==> src/rtl/sseg_pkg.sv <==
// Shared types and helpers for the seven-segment scan driver.
//   - state_t     : scan FSM states (GAP = all anodes off, SHOW = one digit lit)
//   - SEG_BLANK   : all segments off (active-low)
//   - SEG_DASH    : only segment g lit, shown for invalid BCD
//   - bcd_to_seg(): BCD digit -> active-low {g,f,e,d,c,b,a}
package sseg_pkg;

    typedef enum logic {
        GAP  = 1'b0,
        SHOW = 1'b1
    } state_t;

    localparam logic [6:0] SEG_BLANK = 7'b1111111;
    localparam logic [6:0] SEG_DASH  = 7'b0111111;

    function automatic logic [6:0] bcd_to_seg(input logic [3:0] bcd);
        logic [6:0] s;
        case (bcd)
            4'd0:    s = 7'b1000000;
            4'd1:    s = 7'b1111001;
            4'd2:    s = 7'b0100100;
            4'd3:    s = 7'b0110000;
            4'd4:    s = 7'b0011001;
            4'd5:    s = 7'b0010010;
            4'd6:    s = 7'b0000010;
            4'd7:    s = 7'b1111000;
            4'd8:    s = 7'b0000000;
            4'd9:    s = 7'b0010000;
            default: s = SEG_DASH;
        endcase
        return s;
    endfunction

endpackage

==> src/rtl/sevenseg_scan_driver_if.sv <==
// Digit/display bundle between the stopwatch counter and the scan driver.
//   enb        : display enable (counter side -> driver)
//   d0..d3     : BCD digits hundredths..tens (counter side -> driver)
//   an, seg, dp: active-low anode selects, segments {g..a}, decimal point
// master = counter/board side, slave = the scan driver.
interface sevenseg_scan_driver_if;
    logic       enb;
    logic [3:0] d0;
    logic [3:0] d1;
    logic [3:0] d2;
    logic [3:0] d3;
    logic [3:0] an;
    logic [6:0] seg;
    logic       dp;

    modport master (output enb, d0, d1, d2, d3, input  an, seg, dp);
    modport slave  (input  enb, d0, d1, d2, d3, output an, seg, dp);
endinterface

==> src/rtl/bcd_to_sseg.sv <==
// Combinational BCD to active-low seven-segment decoder.
//   bcd : 4-bit digit, values 10-15 decode to a dash
//   seg : {g,f,e,d,c,b,a}, active-low
module bcd_to_sseg
    import sseg_pkg::*;
(
    input  logic [3:0] bcd,
    output logic [6:0] seg
);
    assign seg = bcd_to_seg(bcd);
endmodule

==> src/rtl/sevenseg_scan_driver.sv <==
// 4-digit common-anode multiplexed display driver (d3 d2 . d1 d0).
// Each digit is lit for SCAN_DIV cycles, separated by GAP_CYC all-off cycles.
// Digits are snapshotted once per frame so a frame never tears.
//   clk : system clock
//   rst : synchronous active-low reset
//   io  : sevenseg_scan_driver_if.slave (enb, d0..d3 in; an, seg, dp out)
// Build option: SSEG_LZ_BLANK_EN blanks digit 3 when its snapshot is zero.
module sevenseg_scan_driver
    import sseg_pkg::*;
#(
    parameter int SCAN_DIV = 100000,
    parameter int GAP_CYC  = 1000
) (
    input  logic clk,
    input  logic rst,
    sevenseg_scan_driver_if.slave io
);
    localparam int MAXC = (SCAN_DIV > GAP_CYC) ? SCAN_DIV : GAP_CYC;
    localparam int PW   = (MAXC > 1) ? $clog2(MAXC) : 1;
    localparam logic [PW-1:0] SHOW_LAST = PW'(SCAN_DIV - 1);
    localparam logic [PW-1:0] GAP_LAST  = PW'(GAP_CYC - 1);

    state_t          state, nxt_state;
    logic [1:0]      idx, nxt_idx;
    logic [PW-1:0]   phase, nxt_phase;
    logic [3:0][3:0] snap;
    logic            cap_pend;   // first GAP after reset still owes a capture
    logic            cap;
    logic [6:0]      dec_seg;
    logic            lz;
    logic [3:0]      an_q;
    logic [6:0]      seg_q;
    logic            dp_q;

    always_comb begin
        nxt_state = state;
        nxt_idx   = idx;
        nxt_phase = phase + PW'(1);
        cap       = cap_pend;
        case (state)
            GAP: if (phase == GAP_LAST) begin
                nxt_state = SHOW;
                nxt_phase = '0;
            end
            SHOW: if (phase == SHOW_LAST) begin
                nxt_state = GAP;
                nxt_idx   = idx + 2'd1;
                nxt_phase = '0;
                // entering the gap ahead of digit 0 starts a new frame
                if (idx == 2'd3) cap = 1'b1;
            end
            default: ;
        endcase
    end

    // Outputs are built from the next state so they land on the same edge.
    bcd_to_sseg u_dec (
        .bcd (snap[nxt_idx]),
        .seg (dec_seg)
    );

`ifdef SSEG_LZ_BLANK_EN
    assign lz = (nxt_idx == 2'd3) && (snap[3] == 4'd0);
`else
    assign lz = 1'b0;
`endif

    always_ff @(posedge clk) begin
        if (!rst) begin
            state    <= GAP;
            idx      <= 2'd0;
            phase    <= '0;
            snap     <= '0;
            cap_pend <= 1'b1;
            an_q     <= 4'hF;
            seg_q    <= SEG_BLANK;
            dp_q     <= 1'b1;
        end else begin
            state    <= nxt_state;
            idx      <= nxt_idx;
            phase    <= nxt_phase;
            cap_pend <= 1'b0;
            if (cap) snap <= {io.d3, io.d2, io.d1, io.d0};
            if (nxt_state == SHOW && io.enb) begin
                an_q  <= ~(4'b0001 << nxt_idx);
                seg_q <= lz ? SEG_BLANK : dec_seg;
                dp_q  <= (nxt_idx != 2'd2);
            end else begin
                an_q  <= 4'hF;
                seg_q <= SEG_BLANK;
                dp_q  <= 1'b1;
            end
        end
    end

    assign io.an  = an_q;
    assign io.seg = seg_q;
    assign io.dp  = dp_q;

endmodule

==> src/flat_wrapper.sv <==
// flat-port wrapper written by rule: the top's interface ports become plain ports
module sevenseg_scan_driver_flat import sseg_pkg::*;
#(
    parameter int SCAN_DIV = 100000,
    parameter int GAP_CYC  = 1000
)
  (clk, rst, io_enb, io_d0, io_d1, io_d2, io_d3, io_an, io_seg, io_dp);
  sevenseg_scan_driver_if io_i ();
  input  logic clk;
  input  logic rst;
  input wire logic [$bits(io_i.enb)-1:0] io_enb;
  input wire logic [$bits(io_i.d0)-1:0] io_d0;
  input wire logic [$bits(io_i.d1)-1:0] io_d1;
  input wire logic [$bits(io_i.d2)-1:0] io_d2;
  input wire logic [$bits(io_i.d3)-1:0] io_d3;
  output wire logic [$bits(io_i.an)-1:0] io_an;
  output wire logic [$bits(io_i.seg)-1:0] io_seg;
  output wire logic [$bits(io_i.dp)-1:0] io_dp;
  assign io_i.enb = io_enb;
  assign io_i.d0 = io_d0;
  assign io_i.d1 = io_d1;
  assign io_i.d2 = io_d2;
  assign io_i.d3 = io_d3;
  assign io_an = io_i.an;
  assign io_seg = io_i.seg;
  assign io_dp = io_i.dp;
  sevenseg_scan_driver #(.SCAN_DIV(SCAN_DIV), .GAP_CYC(GAP_CYC)) u_core (.clk(clk), .rst(rst), .io(io_i));
endmodule
==> config.mk <==
export PLATFORM = sky130hd
export DESIGN_NAME = sevenseg_scan_driver_flat
export DESIGN_NICKNAME = d
export VERILOG_FILES = /design/src/rtl/sseg_pkg.sv /design/src/rtl/sevenseg_scan_driver_if.sv /design/src/rtl/bcd_to_sseg.sv /design/src/rtl/sevenseg_scan_driver.sv /design/src/flat_wrapper.sv
export SDC_FILE = /design/constraint.sdc
export NUM_CORES = 1
export LEC_CHECK = 0
export ABC_AREA = 1
export ABC_CLOCK_PERIOD_IN_PS = 2650
export BUFFER_PORTS_ARGS = -buffer_cell sky130_fd_sc_hd__buf_2
export CAP_MARGIN = 40
export CORE_MARGIN = 2
export CORE_UTILIZATION = 55
export CTS_CLUSTER_DIAMETER = 40
export DETAILED_ROUTE_END_ITERATION = 10
export HOLD_SLACK_MARGIN = 0.03
export PLACE_DENSITY = 0.73
export SLEW_MARGIN = 10
export SYNTH_ARGS = -nofsm -noshare
export SYNTH_HDL_FRONTEND = slang
export SYNTH_HIERARCHICAL = 1
export SYNTH_SLANG_ARGS = --single-unit
==> constraint.sdc <==
create_clock -name clk -period 2.65 [get_ports clk]
set_input_delay 0.265 -clock clk [delete_from_list [all_inputs] [get_ports clk]]
set_output_delay 0.265 -clock clk [all_outputs]
set_load 0.01 [all_outputs]
==> results.yml <==
placement:
  io_buffers: 30
  postPlaceCellArea_um2: 2511
  dp_hpwl_mm: 3.393
  preCtsSetupSlack_ns: 0.1596
  finalWeightedCongestion: 0.8868
drt:
  avgRoutedWirePerCell_um: 11.05
  drt-vias-per-instance: 5.038
  vias: 2096
  drc_errors: 0
  firstDrtPassIters: 4
  finalWirelength_mm: 4.597
  drtIter0Drc: 104
  ant_nets: 0
run:
  maxCapViolations: 0
global_routing:
  grt_pass1_wl_mm: 8.010
  overflow: 0
  grt_max_degree: 26
  antenna_found_initial: 0
  first_global_vias: 1822
  grt_usage_pct: 19.90
cts:
  cts.clk_slew.worst_paths_ns: 0.08
  cts_tree: "yes"
  clkLatencyLatePin_ns: 0.29
  numCtsBuffers: 5
  cts_buffer_depth: 2
  root_buffer: "clkbuf_8"
  cts_max_level: 2
  numClockSinks: 48
logic_synthesis:
  yosys.area.top_type: "dfxtp_1"
  synth_warnings: 6
  synth-seq-cells: 48
  synth_top_area_share_pct: 40.92
  syn-cell-area_um2: 2349
  yosysUniqueCellTypes: 30
  synthTopCellsByArea: "dfxtp_1, nand2_1, nand3_1, inv_1, nor2_1"
  synth_nets: 361
  syn_avg_cell_area_um2: 7.010
  syn_inst: 335
  ys_seq_area_share_pct: 40.92
setup_path:
  crit_arrival_ns: 2.59
  startpoint: "u_core/phase[11]"
  crit_required_ns: 2.81
  critPathMaxFanout: 8
  worst-path-buf-inv: 3
  reg2reg_setup_slack_ns: 0.22
  r2r-start: "u_core/phase[11]"
  setup.worst_path.end: "u_core/io.seg[3]"
  reg2reg_to: "u_core/io.seg[3]"
  cp_slowest_stage_delay_ns: 0.34
  cp_common_cell: "nand2_1"
  worstSetupStartpointType: "register"
  path_depth: 16
  reg2reg_depth: 16
  worstSetupEndpointType: "register"
  crit_chain: "nor2_1 -> nand2_1 -> nor2_1 -> nand4_4 -> nand2_1 -> o21ai_4 -> inv_2 -> nand2_1 -> nand2_1 -> inv_1 -> ha_1 -> nand2_1 -> nand3_1 -> nand2_1 -> inv_1 -> nand2_1"
  slowest_stage: "dfxtp_1"
  crit_type: "reg -> reg"
  path_delay_family: "simple AND/OR/NAND/NOR gates"
layout:
  areaGrowthSynthToFinish_pct: 12.79
  drive_gt1_share_pct: 15.30
  antennaDiodeCount: 0
  nets: 392
  final_area_um2: 2649
die:
  die_x_um: 69.35
  start_util_pct: 57.88
  dieArea_um2: 4809
  fp.coreArea_um2: 4058
  rows: 23
  chipHeight_um: 69.35
  num_io_pins: 31
timing:
  post-route-period-util_pct: 91.67
  finalCriticalPeriod_ns: 2.429
  worst_slew_pin_slew_ns: 0.5801
  setup_viol: 0
  hold_viol_final: 0
  fmax_mhz: 411.6
  max_slew_margin_pct: 61.18
  slew_viol_final: 0
  worst_slack_ns: 0.2206
  finClkSkew_ns: 0.004290
power:
  peakVddDrop_mv: 0.2929
  p_leak_uw: 0.001204
  p_total_uw: 1244
  power.density_nw_per_um2: 469.6
status:
  status: "finished clean"
worst_hold_path:
  hold_path_class: "in -> reg"
  hold_path_startpoint: "io_d2[1]"
## cell usage after synthesis, drive strengths merged
| master | count |
|---|---|
| xor2 | 6 |
| clkinv | 1 |
| nand2 | 98 |
| ha | 7 |
| a31oi | 1 |
| nor3b | 2 |
| dfxtp | 48 |
| xnor2 | 2 |
| nor4 | 4 |
| nand3b | 1 |
| nor3 | 6 |
| clkbuf | 5 |
| o22ai | 2 |
| nand3 | 49 |
| o21ai | 3 |
| inv | 39 |
| a21oi | 17 |
| nor2 | 36 |
| nand4 | 4 |
| buf | 4 |
## registers in the layout, indices dropped and copies added, names as in the netlist
signal / cells
u_core/cap_pend: 1
u_core/idx: 2
u_core/io.an: 3
u_core/io.dp: 1
u_core/io.seg: 7
u_core/phase: 17
u_core/snap: 16
u_core/state: 1
## where the power goes
part / switching (uW) / internal, uW
Clock: 218 / 180
Combinational: 58.8 / 38.3
Sequential: 11.1 / 739
Total: 287 / 956
## cells by family after synthesis
family                     count (synthesis)  synth area share [%]
AOI/OAI and AO/OA                         23                 5.221
xor gates and xnor gates                   8                 2.984
adders and majority gates                  7                 3.729
buffers and inverters                     49                 8.524
DFF                                       48                 40.92
and+or+nand+nor                          200                 38.63
## stage by stage
step	utilization, %	instances	hold slack [ns]	setup TNS [ns]
4_1_cts	63.80	413	0.2046	0
5_1_grt	65.28	416	0.2197	-0.0002387
3_5_place_dp	61.89	406	0.4349	0
3_3_place_gp	61.89	406	0.4305	0
6_report	65.28	416	0.2131	0
2_1_floorplan	-	335	0.3810	0
## what timing repair did
action / CTS / global route
setup endpoints to repair: 0 / 6
buffers inserted: 0 / 2
hold buffers: 0 / 0
resized for setup: 0 / 9
## cell usage in the layout (no fill, tap or decap), drive strengths merged
cell / synthesis / final
nor3: 6 / 6
nor4: 4 / 4
nand3b: 1 / 1
a21oi: 17 / 17
xor2: 6 / 6
a31oi: 1 / 1
clkbuf: 5 / 6
nand3: 49 / 50
xnor2: 2 / 2
o21ai: 3 / 3
o22ai: 2 / 2
dfxtp: 48 / 48
ha: 7 / 7
nor2: 36 / 36
buf: 4 / 32
nor3b: 2 / 2
inv: 39 / 39
nand4: 4 / 4
nand2: 98 / 98
clkinv: 1 / 2
## worst reg2reg max path: stages (launching register included)
cell	delay [ns]
dfxtp_1	0.34
nor2_1	0.22
nand2_1	0.08
nor2_1	0.23
nand4_4	0.20
nand2_1	0.17
o21ai_4	0.11
inv_2	0.11
nand2_1	0.07
nand2_1	0.10
inv_1	0.10
ha_1	0.28
nand2_1	0.06
nand3_1	0.09
nand2_1	0.05
inv_1	0.05
nand2_1	0.04
## layer usage
layer	vias to the layer above	routed length, um	global-route usage (%)
li1	1125	-	-
met1	919	2453	30.01
met2	45	1904	27.67
met3	7	183	4.651
met4	0	55	6.754
met5	-	0	0
## cell type report
class | count | area (um2)
Clock inverter | 1 | 5.005
Clock buffer | 6 | 72.57
Tap cell | 50 | 62.56
Timing Repair Buffer | 32 | 165.2
Inverter | 40 | 150.1
Multi-Input combinational cell | 239 | 1232
Sequential cell | 48 | 960.9
Fill cell | 393 | 1409
## worst min path at each step
stage	endpoint	slack, ns	cells past startpoint
2_1_floorplan	u_core/state	0.38	2
3_3_place_gp	u_core/phase[0]	0.43	1
3_5_place_dp	u_core/phase[0]	0.43	1
4_1_cts	u_core/snap[9]	0.20	3
5_1_grt	u_core/snap[1]	0.22	3
6_report	u_core/snap[9]	0.21	3
No activity file was read; power rests on OpenSTA's default activity.
